===== config.mk =====
export PLATFORM = sky130hd
export DESIGN_NAME = booth_control_unit
export DESIGN_NICKNAME = d
export VERILOG_FILES = /design/src/rtl/booth_pkg.sv /design/src/rtl/booth_iter_cnt.sv /design/src/rtl/booth_control_unit.sv
export SDC_FILE = /design/constraint.sdc
export NUM_CORES = 1
export LEC_CHECK = 0
export ABC_AREA = 1
export BUFFER_PORTS_ARGS = -buffer_cell sky130_fd_sc_hd__buf_2
export CAP_MARGIN = 15
export CORE_ASPECT_RATIO = 0.8
export CORE_MARGIN = 1
export CORE_UTILIZATION = 50
export CTS_CLUSTER_DIAMETER = 120
export CTS_CLUSTER_SIZE = 14
export DETAILED_ROUTE_END_ITERATION = 8
export PLACE_DENSITY = 0.7
export SKIP_LAST_GASP = 1
export SLEW_MARGIN = 10
export SYNTH_ARGS = -nofsm -noshare
export SYNTH_HDL_FRONTEND = slang
export SYNTH_SLANG_ARGS = --single-unit

===== constraint.sdc =====
create_clock -name clk -period 2.15 [get_ports clk]
set_input_delay 0.1075 -clock clk [delete_from_list [all_inputs] [get_ports clk]]
set_output_delay 0.1075 -clock clk [all_outputs]
set_load 0.01 [all_outputs]

===== src/rtl/booth_pkg.sv =====
// Shared definitions for the radix-2 Booth multiplier control unit.
// Latency: n/a (types, constants and a pure decode helper only).
// Backpressure: n/a.
package booth_pkg;

  // Default number of Booth iterations (operand width).
  localparam int DEFAULT_ITER = 8;

  // One-hot state bit positions.
  localparam int S_IDLE_IX  = 0;
  localparam int S_LOADM_IX = 1;
  localparam int S_LOADQ_IX = 2;
  localparam int S_CHECK_IX = 3;
  localparam int S_ADD_IX   = 4;
  localparam int S_SUB_IX   = 5;
  localparam int S_SHIFT_IX = 6;
  localparam int S_OUTA_IX  = 7;
  localparam int S_OUTQ_IX  = 8;
  localparam int S_DONE_IX  = 9;
  localparam int NUM_STATES = 10;

  typedef enum logic [NUM_STATES-1:0] {
    S_IDLE   = 10'b00_0000_0001,
    S_LOAD_M = 10'b00_0000_0010,
    S_LOAD_Q = 10'b00_0000_0100,
    S_CHECK  = 10'b00_0000_1000,
    S_ADD    = 10'b00_0001_0000,
    S_SUB    = 10'b00_0010_0000,
    S_SHIFT  = 10'b00_0100_0000,
    S_OUT_A  = 10'b00_1000_0000,
    S_OUT_Q  = 10'b01_0000_0000,
    S_DONE   = 10'b10_0000_0000
  } state_t;

  // Control strobe indices within the ctrl vector.
  localparam int C0 = 0;
  localparam int C1 = 1;
  localparam int C2 = 2;
  localparam int C3 = 3;
  localparam int C4 = 4;
  localparam int C5 = 5;
  localparam int C6 = 6;
  localparam int NUM_CTRL = 7;

  typedef logic [NUM_CTRL-1:0] ctrl_t;

  // Strobes asserted while the FSM sits in state s (Moore decode).
  function automatic ctrl_t ctrl_for_state(input state_t s);
    ctrl_t c;
    c = '0;
    case (s)
      S_LOAD_M: c[C0] = 1'b1;
      S_LOAD_Q: c[C1] = 1'b1;
      S_ADD:    c[C2] = 1'b1;
      S_SUB: begin
        c[C2] = 1'b1;
        c[C3] = 1'b1;
      end
      S_SHIFT:  c[C4] = 1'b1;
      S_OUT_A:  c[C5] = 1'b1;
      S_OUT_Q:  c[C6] = 1'b1;
      default:  c = '0;
    endcase
    return c;
  endfunction

endpackage


===== src/rtl/booth_iter_cnt.sv =====
// Booth iteration counter: cleared on operand load, bumped on each shift, flags the final iteration.
// Latency: cnt updates on the clock edge after clr/inc; last is combinational from the count.
// Backpressure: none; clr has priority over inc, count saturates at ITER-1 so it never wraps.
module booth_iter_cnt #(
  parameter int ITER = 8
) (
  input  logic clk,
  input  logic rst_b,
  input  logic clr,
  input  logic inc,
  output logic last
);

  localparam int CNT_W = $clog2(ITER);
  localparam logic [CNT_W-1:0] LAST_VAL = CNT_W'(ITER - 1);

  logic [CNT_W-1:0] cnt_q;
  logic [CNT_W-1:0] cnt_d;

  assign last = (cnt_q == LAST_VAL);

  // Next count: clear wins, otherwise step once per shift, holding at the final value.
  always_comb begin
    cnt_d = cnt_q;
    if (clr) begin
      cnt_d = '0;
    end else if (inc && !last) begin
      cnt_d = cnt_q + CNT_W'(1);
    end
  end

  // Count register, cleared asynchronously by reset.
  always_ff @(posedge clk or negedge rst_b) begin
    if (!rst_b) begin
      cnt_q <= '0;
    end else begin
      cnt_q <= cnt_d;
    end
  end

endmodule


===== src/rtl/booth_control_unit.sv =====
// Moore FSM sequencing the radix-2 Booth datapath via registered one-hot strobes c0..c6.
// Latency: start at edge k gives c0 in cycle k+1; a run is 2 + sum(2 or 3 per iteration) + 3 cycles.
// Backpressure: none; start is only sampled in IDLE and is otherwise dropped (no queuing).
module booth_control_unit
  import booth_pkg::*;
#(
  parameter int ITER = DEFAULT_ITER
) (
  input  logic clk,
  input  logic rst_b,
  input  logic start,
  input  logic q0,
  input  logic q_m1,
  output logic c0,
  output logic c1,
  output logic c2,
  output logic c3,
  output logic c4,
  output logic c5,
  output logic c6,
  output logic busy,
  output logic done
);

  state_t state_q;
  state_t state_d;
  ctrl_t  ctrl_q;
  ctrl_t  ctrl_d;
  logic   busy_q;
  logic   busy_d;
  logic   done_q;
  logic   done_d;
  logic   cnt_last;
  logic   cnt_clr;
  logic   cnt_inc;

  // The counter follows the current state: cleared while loading M, stepped as each shift retires.
  assign cnt_clr = (state_q == S_LOAD_M);
  assign cnt_inc = (state_q == S_SHIFT);

  booth_iter_cnt #(
    .ITER (ITER)
  ) u_iter_cnt (
    .clk   (clk),
    .rst_b (rst_b),
    .clr   (cnt_clr),
    .inc   (cnt_inc),
    .last  (cnt_last)
  );

  // Next state plus the outputs that state will present; unknown encodings fall back to IDLE.
  always_comb begin
    state_d = S_IDLE;
    case (state_q)
      S_IDLE:   state_d = start ? S_LOAD_M : S_IDLE;
      S_LOAD_M: state_d = S_LOAD_Q;
      S_LOAD_Q: state_d = S_CHECK;
      S_CHECK: begin
        case ({q0, q_m1})
          2'b01:   state_d = S_ADD;
          2'b10:   state_d = S_SUB;
          default: state_d = S_SHIFT;
        endcase
      end
      S_ADD:    state_d = S_SHIFT;
      S_SUB:    state_d = S_SHIFT;
      S_SHIFT:  state_d = cnt_last ? S_OUT_A : S_CHECK;
      S_OUT_A:  state_d = S_OUT_Q;
      S_OUT_Q:  state_d = S_DONE;
      S_DONE:   state_d = S_IDLE;
      default:  state_d = S_IDLE;
    endcase
    ctrl_d = ctrl_for_state(state_d);
    busy_d = (state_d != S_IDLE) && (state_d != S_DONE);
    done_d = (state_d == S_DONE);
  end

  // State and output registers; outputs come straight from flops so no input reaches them combinationally.
  always_ff @(posedge clk or negedge rst_b) begin
    if (!rst_b) begin
      state_q <= S_IDLE;
      ctrl_q  <= '0;
      busy_q  <= 1'b0;
      done_q  <= 1'b0;
    end else begin
      state_q <= state_d;
      ctrl_q  <= ctrl_d;
      busy_q  <= busy_d;
      done_q  <= done_d;
    end
  end

  assign c0   = ctrl_q[C0];
  assign c1   = ctrl_q[C1];
  assign c2   = ctrl_q[C2];
  assign c3   = ctrl_q[C3];
  assign c4   = ctrl_q[C4];
  assign c5   = ctrl_q[C5];
  assign c6   = ctrl_q[C6];
  assign busy = busy_q;
  assign done = done_q;

endmodule

==> load_flow_metrics.sql <==
INSERT INTO impl_metrics (metric_group, metric, value, unit) VALUES
('flow_run', 'maxCapViolations', '0', ''),
('route', 'routed_wire_length_per_instance', '10.84', 'µm'),
('power_and_ir_drop', 'power.share.combinational', '35.1', '%'),
('finish', 'final_layout_size_suffix_gt1_share', '29.80', '%'),
('grt', 'total_congestion_overflow', '0', ''),
('finish', 'area_growth', '14.56', '%'),
('route', 'drt-initial-drc-count', '25', ''),
('grt', 'vias_in_the_first_global_route', '808', ''),
('synthesis', 'yosys.cell_count.top_type', 'sky130_fd_sc_hd__inv_1', ''),
('floorplan', 'die_h', '45.08', 'µm'),
('power_and_ir_drop', 'ir_drop', '0.5520', 'mV'),
('sta', 'worst_clock_skew', '1.686', 'ps'),
('worst_hold_path', 'min_delay_worst_endpoint', 'state_q[4]', ''),
('worst_setup_path', 'cp.arrival', '1680', 'ps'),
('clocking', 'max-clock-path-buffers', '2', ''),
('synthesis', 'synth.top_cells.by_area', 'sky130_fd_sc_hd__dfrtp_1 45%, sky130_fd_sc_hd__inv_1 8.4%, sky130_fd_sc_hd__nor2_1 7.4%, sky130_fd_sc_hd__nand2_1 6.8%, sky130_fd_sc_hd__nor2_4 6.8%', ''),
('worst_hold_path', 'worst_hold_startpoint', 'q_m1', ''),
('grt', 'antenna_found_initial', '0', ''),
('sta', 'rsz0062_at_grt', 'false', ''),
('finish', 'design.final.nets', '161', ''),
('worst_setup_path', 'crit_path_max_incr_delay', '430', 'ps'),
('power_and_ir_drop', 'seqPwrFrac', '39.4', '%'),
('floorplan', 'fp.dieW', '55.85', 'µm'),
('worst_setup_path', 'timing.critical_path.cells', 'ha_1 > ha_1 > inv_1 > nand3_2 > nand2_1 > inv_1 > nand2_1 > o21ai_0', ''),
('worst_setup_path', 'cpLargestDelayFamily', 'flip-flops', ''),
('synthesis', 'synthesis.instances', '132', ''),
('synthesis', 'synth.ff_latch_count', '22', ''),
('placement', 'detailed_place_hpwl', '1541', 'µm'),
('finish', 'share_of_the_core_filled_with_cells', '61.03', '%'),
('synthesis', 'post_synth_edffs', '0', ''),
('clocking', 'cts_sinks', '22', ''),
('sta', 'timing_worst_slew_pin_value', '473.1', 'ps'),
('sta', 'max_clock_freq', '681.3', 'MHz'),
('sta', 'hold_viol', '0', ''),
('synthesis', 'syn_nets', '141', ''),
('synthesis', 'syn_avg_cell_area', '8.787', 'µm²'),
('floorplan', 'initial_utilization', '53.28', '%'),
('clocking', 'clock_buffer_count_from_cts', '3', ''),
('placement', 'gp_congestion', '0.8104', ''),
('route', 'routed_via_density', '4.648', ''),
('worst_setup_path', 'endpoint_kind', 'flip-flop', ''),
('synthesis', 'synth_top_area_share', '45.31', '%'),
('synthesis', 'postSynth.asyncResetShare', '100.0', '%'),
('floorplan', 'placeableCoreArea', '2177', 'µm²'),
('clocking', 'cts.reportedPaths.clkPinSlew', '120', 'ps'),
('finish', 'n_fill_cell', '192', ''),
('power_and_ir_drop', 'netSwitchingFraction', '35.64', '%'),
('worst_setup_path', 'crit_required', '2360', 'ps'),
('clocking', 'cts_htree_levels', '1', ''),
('sta', 'fin_tns_setup', '0', 'ps'),
('clocking', 'post_cts.resized_instances', '0', ''),
('floorplan', 'die_area', '2518', 'µm²'),
('power_and_ir_drop', 'power_leakage', '0.7548', 'nW'),
('synthesis', 'netlist_top_cells_count', '26 x sky130_fd_sc_hd__inv_1, 23 x sky130_fd_sc_hd__nor2_1, 21 x sky130_fd_sc_hd__dfrtp_1, 21 x sky130_fd_sc_hd__nand2_1, 7 x sky130_fd_sc_hd__nor2_4', ''),
('route', 'antenna_left', '0', ''),
('worst_setup_path', 'timing.reg2reg.setup_slack', '680', 'ps'),
('floorplan', 'placement_row_count', '15', ''),
('worst_setup_path', 'setup.worst_path.start_class', 'flip-flop', ''),
('grt', 'grt.total_usage', '18.35', '%'),
('worst_setup_path', 'crit_buf_inv', '2', ''),
('clocking', 'clock_latency', '320', 'ps'),
('worst_hold_path', 'hold_path.class', 'input pin to flip-flop', ''),
('finish', 'antenna_cells', '0', ''),
('worst_setup_path', 'critPathKind', 'flip-flop to flip-flop', ''),
('sta', 'period_minus_slack', '1468', 'ps'),
('status', 'run_status', 'finished clean', ''),
('route', 'detail_route.first_pass.iterations', '4', ''),
('grt', 'grt_first_pass_wirelength', '3318', 'µm'),
('placement', 'post-place-ws', '699.1', 'ps'),
('synthesis', 'synth.yosys.warnings', '0', ''),
('power_and_ir_drop', 'clkPwrFrac', '25.5', '%');
==> cell type report <==
cell class / instances / area, µm² / share of cell area, %
tap: 25 / 31.28 / 2.354
multi-input combinational: 83 / 506.7 / 38.14
sequential: 22 / 551.8 / 41.53
timing repair buffer: 15 / 85.08 / 6.403
clock buffer: 3 / 22.52 / 1.695
clock inverter: 1 / 30.03 / 2.260
inverter: 27 / 101.3 / 7.627
==> tightest hold or removal path: cells and delay by family <==
family | cells | cell delay (ps)
simple gates | 1 | 50
fa+ha+maj | 1 | 170
buf+inv | 2 | 200
==> worst max-delay path by stage <==
stage                                   start             endpoint  depth (start not counted)
final                     u_iter_cnt.cnt_q[0]  u_iter_cnt.cnt_q[1]                          8
after CTS                          state_q[0]                 busy                          9
after global placement             state_q[0]                 busy                          9
after global routing      u_iter_cnt.cnt_q[0]  u_iter_cnt.cnt_q[2]                          8
after detailed placement  u_iter_cnt.cnt_q[0]  u_iter_cnt.cnt_q[2]                          8
after floorplan                    state_q[0]            ctrl_q[0]                          9
==> state kept, by name (all words and copies together), names as in the netlist <==
name and cells:
u_iter_cnt.cnt_q 3, ctrl_q 7, busy 1, done 1, state_q 10
==> layer usage <==
metal	part of all wire [%]	global-route usage (%)	up-vias
met5	0	0	-
met4	2.4	9.268	0
met3	3.6	6.017	6
met2	47	31.08	13
met1	47	21.63	367
li1	-	-	432
==> what timing repair did <==
action / 4_1_cts / 5_1_grt
endpoints found under the setup margin: 0 / 0
endpoints found under the hold margin: 22 / 0
buffers inserted: 0 / 0
hold buffers: 2 / 0
==> cell families (layout without fill, tap and decap cells) <==
| kind of cell | Yosys count | after routing | synth area share, % |
|---|---|---|---|
| and+or+nand+nor | 73 | 73 | 35.71 |
| buffers and inverters | 27 | 46 | 8.737 |
| DFF | 22 | 22 | 47.57 |
| AOI/OAI and AO/OA | 5 | 5 | 2.805 |
| adders and majority gates | 4 | 4 | 4.315 |
| muxes | 1 | 1 | 0.8630 |
==> cells in the final DEF, fill, tap and decap left out, drive strengths merged <==
cell | synthesis | layout
nor2 | 34 | 34
nand2 | 32 | 32
inv | 27 | 27
dfrtp | 21 | 21
buf | 0 | 13
o21ai | 5 | 5
ha | 4 | 4
clkbuf | 0 | 3
nand3 | 3 | 3
dlygate4sd3 | 0 | 2
nand4 | 2 | 2
nand3b | 1 | 1
nor3 | 1 | 1
mux2i | 1 | 1
bufinv | 0 | 1
dfstp | 1 | 1
==> per-stage QoR <==
stage / cell area [µm²] / power (mW) / instances
finish: 1329 / 1.276 / 176
global route: 1329 / 1.361 / 176
CTS: 1329 / 1.290 / 176
detailed placement: 1256 / 0.9614 / 170
global placement: 1256 / 0.9484 / 170
floorplan: 1160 / 0.8694 / 132
==> power by group through the flow <==
stage | clock network (mW) | logic, mW | registers [mW]
6_report | 0.326 | 0.448 | 0.503
5_1_grt | 0.347 | 0.506 | 0.507
4_1_cts | 0.333 | 0.454 | 0.504
3_5_place_dp | 0 | 0.449 | 0.512
3_3_place_gp | 0 | 0.440 | 0.509
2_1_floorplan | 0 | 0.351 | 0.518
(Power assumes the default switching activity.)
